$ cat config.mk
export PLATFORM = sky130hd
export DESIGN_NAME = rv32_pipe_ctrl
export DESIGN_NICKNAME = d
export VERILOG_FILES = /design/src/rtl/rv32_pipe_ctrl.sv
export SDC_FILE = /design/constraint.sdc
export NUM_CORES = 1
export LEC_CHECK = 0
export CORE_ASPECT_RATIO = 0.6
export CORE_UTILIZATION = 35
export CTS_CLUSTER_SIZE = 25
export DETAILED_ROUTE_END_ITERATION = 7
export SLEW_MARGIN = 30
export SYNTH_ARGS = -nofsm -noshare
export SYNTH_HDL_FRONTEND = slang
export SYNTH_SLANG_ARGS = --single-unit
$ cat constraint.sdc
create_clock -name clk -period 4.8 [get_ports clk]
set_clock_uncertainty 0.15 [all_clocks]
set_input_delay 0.72 -clock clk [delete_from_list [all_inputs] [get_ports clk]]
set_output_delay 0.72 -clock clk [all_outputs]
set_load 0.02 [all_outputs]
$ cat src/rtl/rv32_pipe_ctrl.sv
// rv32_pipe_ctrl: load-use scoreboard, redirect flush, halt-drain FSM and stall counter for the 5-stage RV32 core
module rv32_pipe_ctrl #(
  parameter int DRAIN_CYCLES = 3,
  parameter int CNT_W        = 32
) (
  input  logic             clk,
  input  logic             rst,
  input  logic             id_valid,
  input  logic [4:0]       id_rs1,
  input  logic [4:0]       id_rs2,
  input  logic [4:0]       id_rd,
  input  logic [2:0]       id_rf_ctrl,
  input  logic [4:0]       id_pc_ctrl,
  input  logic             ex_redirect,
  output logic             if_stall,
  output logic             id_stall,
  output logic             id_ex_bubble,
  output logic             if_id_flush,
  output logic             halted,
  output logic [CNT_W-1:0] stall_cnt
);
  localparam int DW = $clog2(DRAIN_CYCLES + 1);
  typedef enum logic [1:0] {RUN, DRAIN, HALTED} state_e;
  state_e            state_q, state_d;
  logic [DW-1:0]     dcnt_q, dcnt_d;
  logic [2:0]        v_q, v_d, ld_q, ld_d;
  logic [2:0][4:0]   rd_q, rd_d;
  logic [CNT_W-1:0]  stall_cnt_q, stall_cnt_d;
  logic              redirect, hazard, unused;
  assign unused = ^{id_pc_ctrl[3:0], v_q[2], ld_q[2], rd_q[2]};
  assign stall_cnt = stall_cnt_q;
  // Entry 0 is EX, 1 is MEM, 2 is WB; only the EX entry can cause a load-use stall.
  always_comb begin
    redirect     = ex_redirect & (state_q != HALTED);
    hazard       = id_valid & v_q[0] & ld_q[0] & (|rd_q[0]) &
                   ((rd_q[0] == id_rs1) | (rd_q[0] == id_rs2));
    if_stall     = ~redirect & ((state_q != RUN) | hazard);
    id_stall     = if_stall;
    id_ex_bubble = if_stall | redirect;
    if_id_flush  = redirect;
    halted       = state_q == HALTED;
    v_d          = {v_q[1:0], id_valid & id_rf_ctrl[0] & (|id_rd) & ~id_ex_bubble};
    ld_d         = {ld_q[1:0], &id_rf_ctrl[2:1]};
    rd_d         = {rd_q[1:0], id_rd};
    stall_cnt_d  = stall_cnt_q + CNT_W'(if_stall & ~&stall_cnt_q);
    state_d      = state_q;
    dcnt_d       = dcnt_q;
    if (state_q == RUN && id_valid && !id_pc_ctrl[4] && !ex_redirect) begin
      state_d = DRAIN;
      dcnt_d  = DW'(DRAIN_CYCLES - 1);
    end else if (state_q == DRAIN) begin
      state_d = redirect ? RUN : (dcnt_q == '0) ? HALTED : DRAIN;
      dcnt_d  = (redirect || dcnt_q == '0) ? dcnt_q : dcnt_q - DW'(1);
    end
  end
  always_ff @(posedge clk) begin
    if (rst) begin
      state_q     <= RUN;
      dcnt_q      <= '0;
      v_q         <= '0;
      ld_q        <= '0;
      rd_q        <= '0;
      stall_cnt_q <= '0;
    end else begin
      state_q     <= state_d;
      dcnt_q      <= dcnt_d;
      v_q         <= v_d;
      ld_q        <= ld_d;
      rd_q        <= rd_d;
      stall_cnt_q <= stall_cnt_d;
    end
  end
endmodule

==> results of run 1 <==
==> tightest hold or removal path, cell delays in order (launching register included) <==
cell	delay, ns
dfxtp_1	0.33
o31ai_1	0.07
a21oi_1	0.06
==> cell usage after synthesis (all sizes together) <==
| master | n | share of area |
|---|---|---|
| a21oi | 19 | 0.046 |
| a221oi | 1 | 0.0042 |
| a22oi | 1 | 0.0036 |
| a31oi | 1 | 0.0030 |
| and2 | 2 | 0.0060 |
| and3 | 3 | 0.0090 |
| and4 | 5 | 0.022 |
| buf | 3 | 0.0078 |
| clkbuf | 7 | 0.013 |
| dfxtp | 43 | 0.41 |
| ha | 3 | 0.018 |
| inv | 7 | 0.013 |
| mux2 | 4 | 0.022 |
| nand2 | 16 | 0.029 |
| nand3 | 11 | 0.026 |
| nand4 | 9 | 0.030 |
| nor2 | 25 | 0.045 |
| nor2b | 11 | 0.033 |
| nor3 | 8 | 0.019 |
| nor4 | 4 | 0.012 |
| nor4b | 2 | 0.0084 |
| o21a | 1 | 0.0036 |
| o21ai | 10 | 0.024 |
| o22ai | 1 | 0.0030 |
| o31ai | 8 | 0.029 |
| or2 | 2 | 0.0060 |
| or3 | 7 | 0.022 |
| or4 | 11 | 0.040 |
| xnor2 | 6 | 0.025 |
| xor2 | 16 | 0.067 |
==> cell families (layout without fill, tap and decap cells) <==
family,Yosys count,in the layout,share of synthesized area
and+or+nand+nor,116,116,0.307
DFF,43,43,0.413
AOI/OAI and AO/OA,42,42,0.116
xor gates and xnor gates,22,22,0.0924
buffers and inverters,17,73,0.0330
muxes,4,4,0.0216
adders and majority gates,3,3,0.0180
==> state kept, by name, indices dropped and copies added, names as in the netlist <==
register   count
state_q        2
v_q            1
rd_d           5
ld_q           1
stall_cnt     32
dcnt_q         2
==> worst min-delay path by stage <==
stage | start | endpoint | slack (ns) | depth (start not counted)
2_1_floorplan | state_q[1] | state_q[1] | 0.36 | 2
3_3_place_gp | stall_cnt[30] | stall_cnt[30] | 0.34 | 2
3_5_place_dp | stall_cnt[30] | stall_cnt[30] | 0.34 | 2
4_1_cts | stall_cnt[30] | stall_cnt[30] | 0.35 | 2
5_1_grt | stall_cnt[27] | stall_cnt[27] | 0.39 | 2
6_report | stall_cnt[30] | stall_cnt[30] | 0.36 | 2
==> per-layer routing <==
layer | track usage | part of all wire
met5 | 0 | 0
met3 | 0.0436 | 0.058
met1 | 0.241 | 0.55
met4 | 0.0497 | 0.0074
met2 | 0.239 | 0.38
==> cell type report <==
type                    count  area [um^2]
fillers                   550         2840
multi-input cells         187         1160
flip-flops and latches     43          861
repair buffers             60          598
well taps                  80          100
clock buffers               6         72.6
inverters                   7         26.3
==> power by group <==
group	internal (mW)	total [mW]	switching [mW]
clock network	0.0971	0.210	0.113
logic	0.0283	0.0498	0.0215
registers	0.360	0.364	0.00374
total	0.486	0.624	0.139
==> stage by stage <==
stage | power (mW) | worst slack, ns
after detailed placement | 0.423 | 0.826
final | 0.624 | 1.17
after global routing | 0.652 | 0.898
after CTS | 0.633 | 1.14
after floorplan | 0.395 | 1.57
after global placement | 0.422 | 0.878
==> impl_metrics.yaml, run 1 <==
outcome:
  status: "completed"
worst_setup_path:
  startpoint: "id_rs2[2]"
  crit_chain: "clkdlybuf4s50_1 -> xor2_1 -> nor3_1 -> a221oi_1 -> nor3_1 -> ha_1 -> ha_1 -> nand2_1 -> or4_1 -> nor4_1 -> mux2_2"
  reg2reg_to: "stall_cnt[20]"
  critPathCapture: "stall_cnt[20]"
  cpPeakStageDelay_ns: 0.56
  rr_worst_depth: 10
  start_kind: "input pin"
  rrSetupSlack_ns: 1.36
  critical_path.top_delay_family: "simple AND/OR/NAND/NOR gates"
  cp.depth: 11
  path_class: "in2reg"
  cpMaxStageDelayCell: "or4_1"
  required_ns: 4.83
  cp_max_fo: 8
  crit_buf_inv: 1
  rr_startpoint: "stall_cnt[7]"
  end_kind: "register"
  cp.arrival_ns: 3.66
floorplanning:
  die_h_um: 61.8
  initial_utilization: 0.369
  die_w_um: 102
  dieArea_um2: 6280
  core_area_um2: 5650
  num_io_pins: 64
  rows: 21
sta:
  rsz0062_at_grt: "false"
  drv_slew: 0
  period_share: 0.756
  finalHoldViolations: 0
  fin_hold_ws_ns: 0.355
  fmax_ghz: 0.275
  setup_viol: 0
  finalSetupTns_ns: 0
  max_slew_margin: 0.496
  tightest_slew_ns: 0.753
  post-route-min-period_ns: 3.63
final_layout:
  drive_above_1_share: 0.0495
  final_cell_mix: "clkdlybuf4s50_1 (59), dfxtp_1 (43), nor2_1 (25)"
  area_growth_pct: 34.9
  final_util: 0.498
  antennaDiodeCount: 0
  instances_no_fill: 383
  stdcell_area_um2: 2810
  layout_commonest_cell: "clkdlybuf4s50_1"
  nets: 334
route:
  ant_nets: 0
  vias: 1925
  postRouteWirelength_um: 4890
  wl_per_cell_um: 12.8
  first_pass_iters: 4
  drcViolationCount: 0
  vias_per_cell: 5.03
  drtIter0Drc: 73
clock_network:
  clk_pin_slew_ns: 0.07
  cts_setup_buffers: 0
  worstSkewPairLatency_ns: 0.29
  clock_sinks: 43
  ctsHoldBuffers: 0
  cts_buffers: 5
  h-tree-depth: 2
  cts.path.max_buffers: 2
  cts-resized-gates: 0
  cts-root-buf: "clkbuf_8"
  cts_tree: "yes"
logic_synthesis:
  synth_cell_types: 35
  seq_area_frac_synth: 0.413
  yosys_register_bits: 43
  synthCells: 247
  synth_fp_nets: 277
  yosysWarningCount: 0
  avgSynthCellArea_um2: 8.44
  syn_area_um2: 2090
place:
  gp_congestion: 0.736
  portBuffers: 59
  dp_cells: 377
  dp.final_hpwl_um: 3760
  place_area_um2: 2740
global_routing:
  antenna_found_initial: 0
  grt_use_total: 0.166
  grt_pass1_wl_um: 7800
  grt_pass1_vias: 1642
  grt_max_degree: 28
  grt_remaining_overflow: 0
min_path:
  hp-class: "reg2reg"
pwr:
  peakVddDrop_mv: 0.0962
  power.leakage_nw: 0.940
  power_density_nw_per_um2: 222
run:
  cap_violations: 0
Note: power is estimated with default switching activity, not from simulation.
==> inputs of run 2 (changes only) <==
Clock period 4.8 ns to 3.42 ns, I/O delays scaled along.
==> impl_metrics.yaml, run 2 (synthesis results as in run 1) <==
global_routing:
  grt_remaining_overflow: 0
  antenna_found_initial: 0
  met2_usage: 0.243
  grt.busiest_layer: "met1"
  grt.met1_usage: 0.259
  grt_max_degree: 48
  grt_pass1_vias: 1721
  grt_pass1_wl_um: 8300
  grt_use_total: 0.175
  use_met3: 0.0436
worst_setup_path:
  critPathMostFrequentCell: "nor3_1"
  crit_chain: "clkdlybuf4s50_1 -> xor2_1 -> nor3_1 -> a221oi_1 -> nor3_1 -> ha_1 -> buf_4 -> nand3_1 -> or4_1 -> nor4_1 -> mux2_2"
  cp_max_fo: 7
  cp.arrival_ns: 3.30
  startpoint: "id_rs2[2]"
  rrSetupSlack_ns: 0.42
  rr_worst_depth: 10
  reg2reg_to: "stall_cnt[23]"
  path_class: "in2reg"
  cpMaxStageDelayCell: "or4_1"
  required_ns: 3.47
  end_kind: "register"
  start_kind: "input pin"
  cpPeakStageDelay_ns: 0.56
  rr_startpoint: "rd_d[7]"
  critPathCapture: "stall_cnt[23]"
floorplanning:
  dieArea_um2: 6280
  die_h_um: 61.8
  rows: 21
  num_io_pins: 64
  die_w_um: 102
  initial_utilization: 0.369
  core_area_um2: 5650
pwr:
  power.leakage_nw: 1.03
  peakVddDrop_mv: 0.158
  power_mw: 0.999
  power_density_nw_per_um2: 337
min_path:
  hp-class: "reg2reg"
  hold_depth: 2
sta:
  post-route-min-period_ns: 3.25
  period_share: 0.950
  rsz0062_at_grt: "false"
  setup_viol: 0
  finalHoldViolations: 0
  tightest_slew_ns: 0.693
  finalSetupTns_ns: 0
  fmax_ghz: 0.308
  max_slew_margin: 0.531
  drv_slew: 0
final_layout:
  antennaDiodeCount: 0
  largest_register_ffs: 32
  nets: 347
  layout_commonest_cell: "clkdlybuf4s50_1"
  drive_above_1_share: 0.104
  area_growth_pct: 42.2
  final_cell_mix: "clkdlybuf4s50_1 (59), dfxtp_1 (43), nor2_1 (25)"
  fill_cells: 548
route:
  vias_per_cell: 4.87
  wl_per_cell_um: 12.8
  postRouteWirelength_um: 5090
  first_pass_iters: 4
  ant_nets: 0
  vias: 1940
  drtIter0Drc: 93
  drcViolationCount: 0
run:
  cap_violations: 0
clock_network:
  cts_buffers: 5
  cts-root-buf: "clkbuf_8"
  h-tree-depth: 2
  worstSkewPairLatency_ns: 0.31
  cts.path.max_buffers: 2
  clk_pin_slew_ns: 0.09
  cts_tree: "yes"
  clock_sinks: 43
place:
  portBuffers: 59
  dp.final_hpwl_um: 3780
  gp_congestion: 0.757
outcome:
  status: "completed"
==> run 2: power breakdown <==
part	internal (mW)	total [mW]	leakage (nW)	switching, mW
Combinational	0.0408	0.0715	0.618	0.0307
Sequential	0.506	0.511	0.348	0.00541
Clock	0.236	0.416	0.0612	0.180
Total	0.783	0.999	1.03	0.216
==> run 2: critical path: cells and delay by family <==
kind | cells | cell delay [ns]
AND/OR/NAND/NOR | 5 | 1.40
buffers and inverters | 2 | 0.52
multiplexers | 1 | 0.37
adder cells (fa/ha/maj) | 1 | 0.20
AO/OA/AOI/OAI | 1 | 0.15
XOR/XNOR | 1 | 0.14
==> run 2: worst min path at each step <==
| stage | end | startpoint |
|---|---|---|
| after global routing | stall_cnt[27] | stall_cnt[27] |
| after global placement | stall_cnt[30] | stall_cnt[30] |
| final | stall_cnt[30] | stall_cnt[30] |
| after detailed placement | stall_cnt[30] | stall_cnt[30] |
| after CTS | stall_cnt[30] | stall_cnt[30] |
| after floorplan | state_q[1] | state_q[1] |
==> run 2: layout make-up <==
type | count | area [um^2] | area share
clock buffers | 6 | 82.6 | 0.0278
flip-flops and latches | 43 | 861 | 0.290
multi-input cells | 187 | 1170 | 0.393
inverters | 7 | 26.3 | 0.00886
well taps | 80 | 100 | 0.0337
repair buffers | 73 | 696 | 0.234
clock inverters | 2 | 35.0 | 0.0118
==> run 2: layer usage <==
layer	vias up	routed length, um
met5	-	0
met4	0	64
met3	8	282
met2	48	1960
met1	861	2780
li1	1023	-
==> run 2: repair_timing <==
item / in CTS / in global routing
resized for setup: 0 / 2
setup buffers: 0 / 0
endpoints found under the setup margin: 0 / 2
hold buffers: 0 / 0
==> run 2: metrics by stage <==
stage                     cell area (um^2)   util  setup WS, ns  cells  hold slack, ns
after global placement                2840  0.503        -0.185    390           0.338
after detailed placement              2840  0.503        -0.215    390           0.348
after floorplan                       2090      -         0.189    247           0.359
final                                 2970  0.525         0.172    398           0.360
after global routing                  2970  0.525        0.0145    398           0.396
after CTS                             2960  0.523         0.109    398           0.362
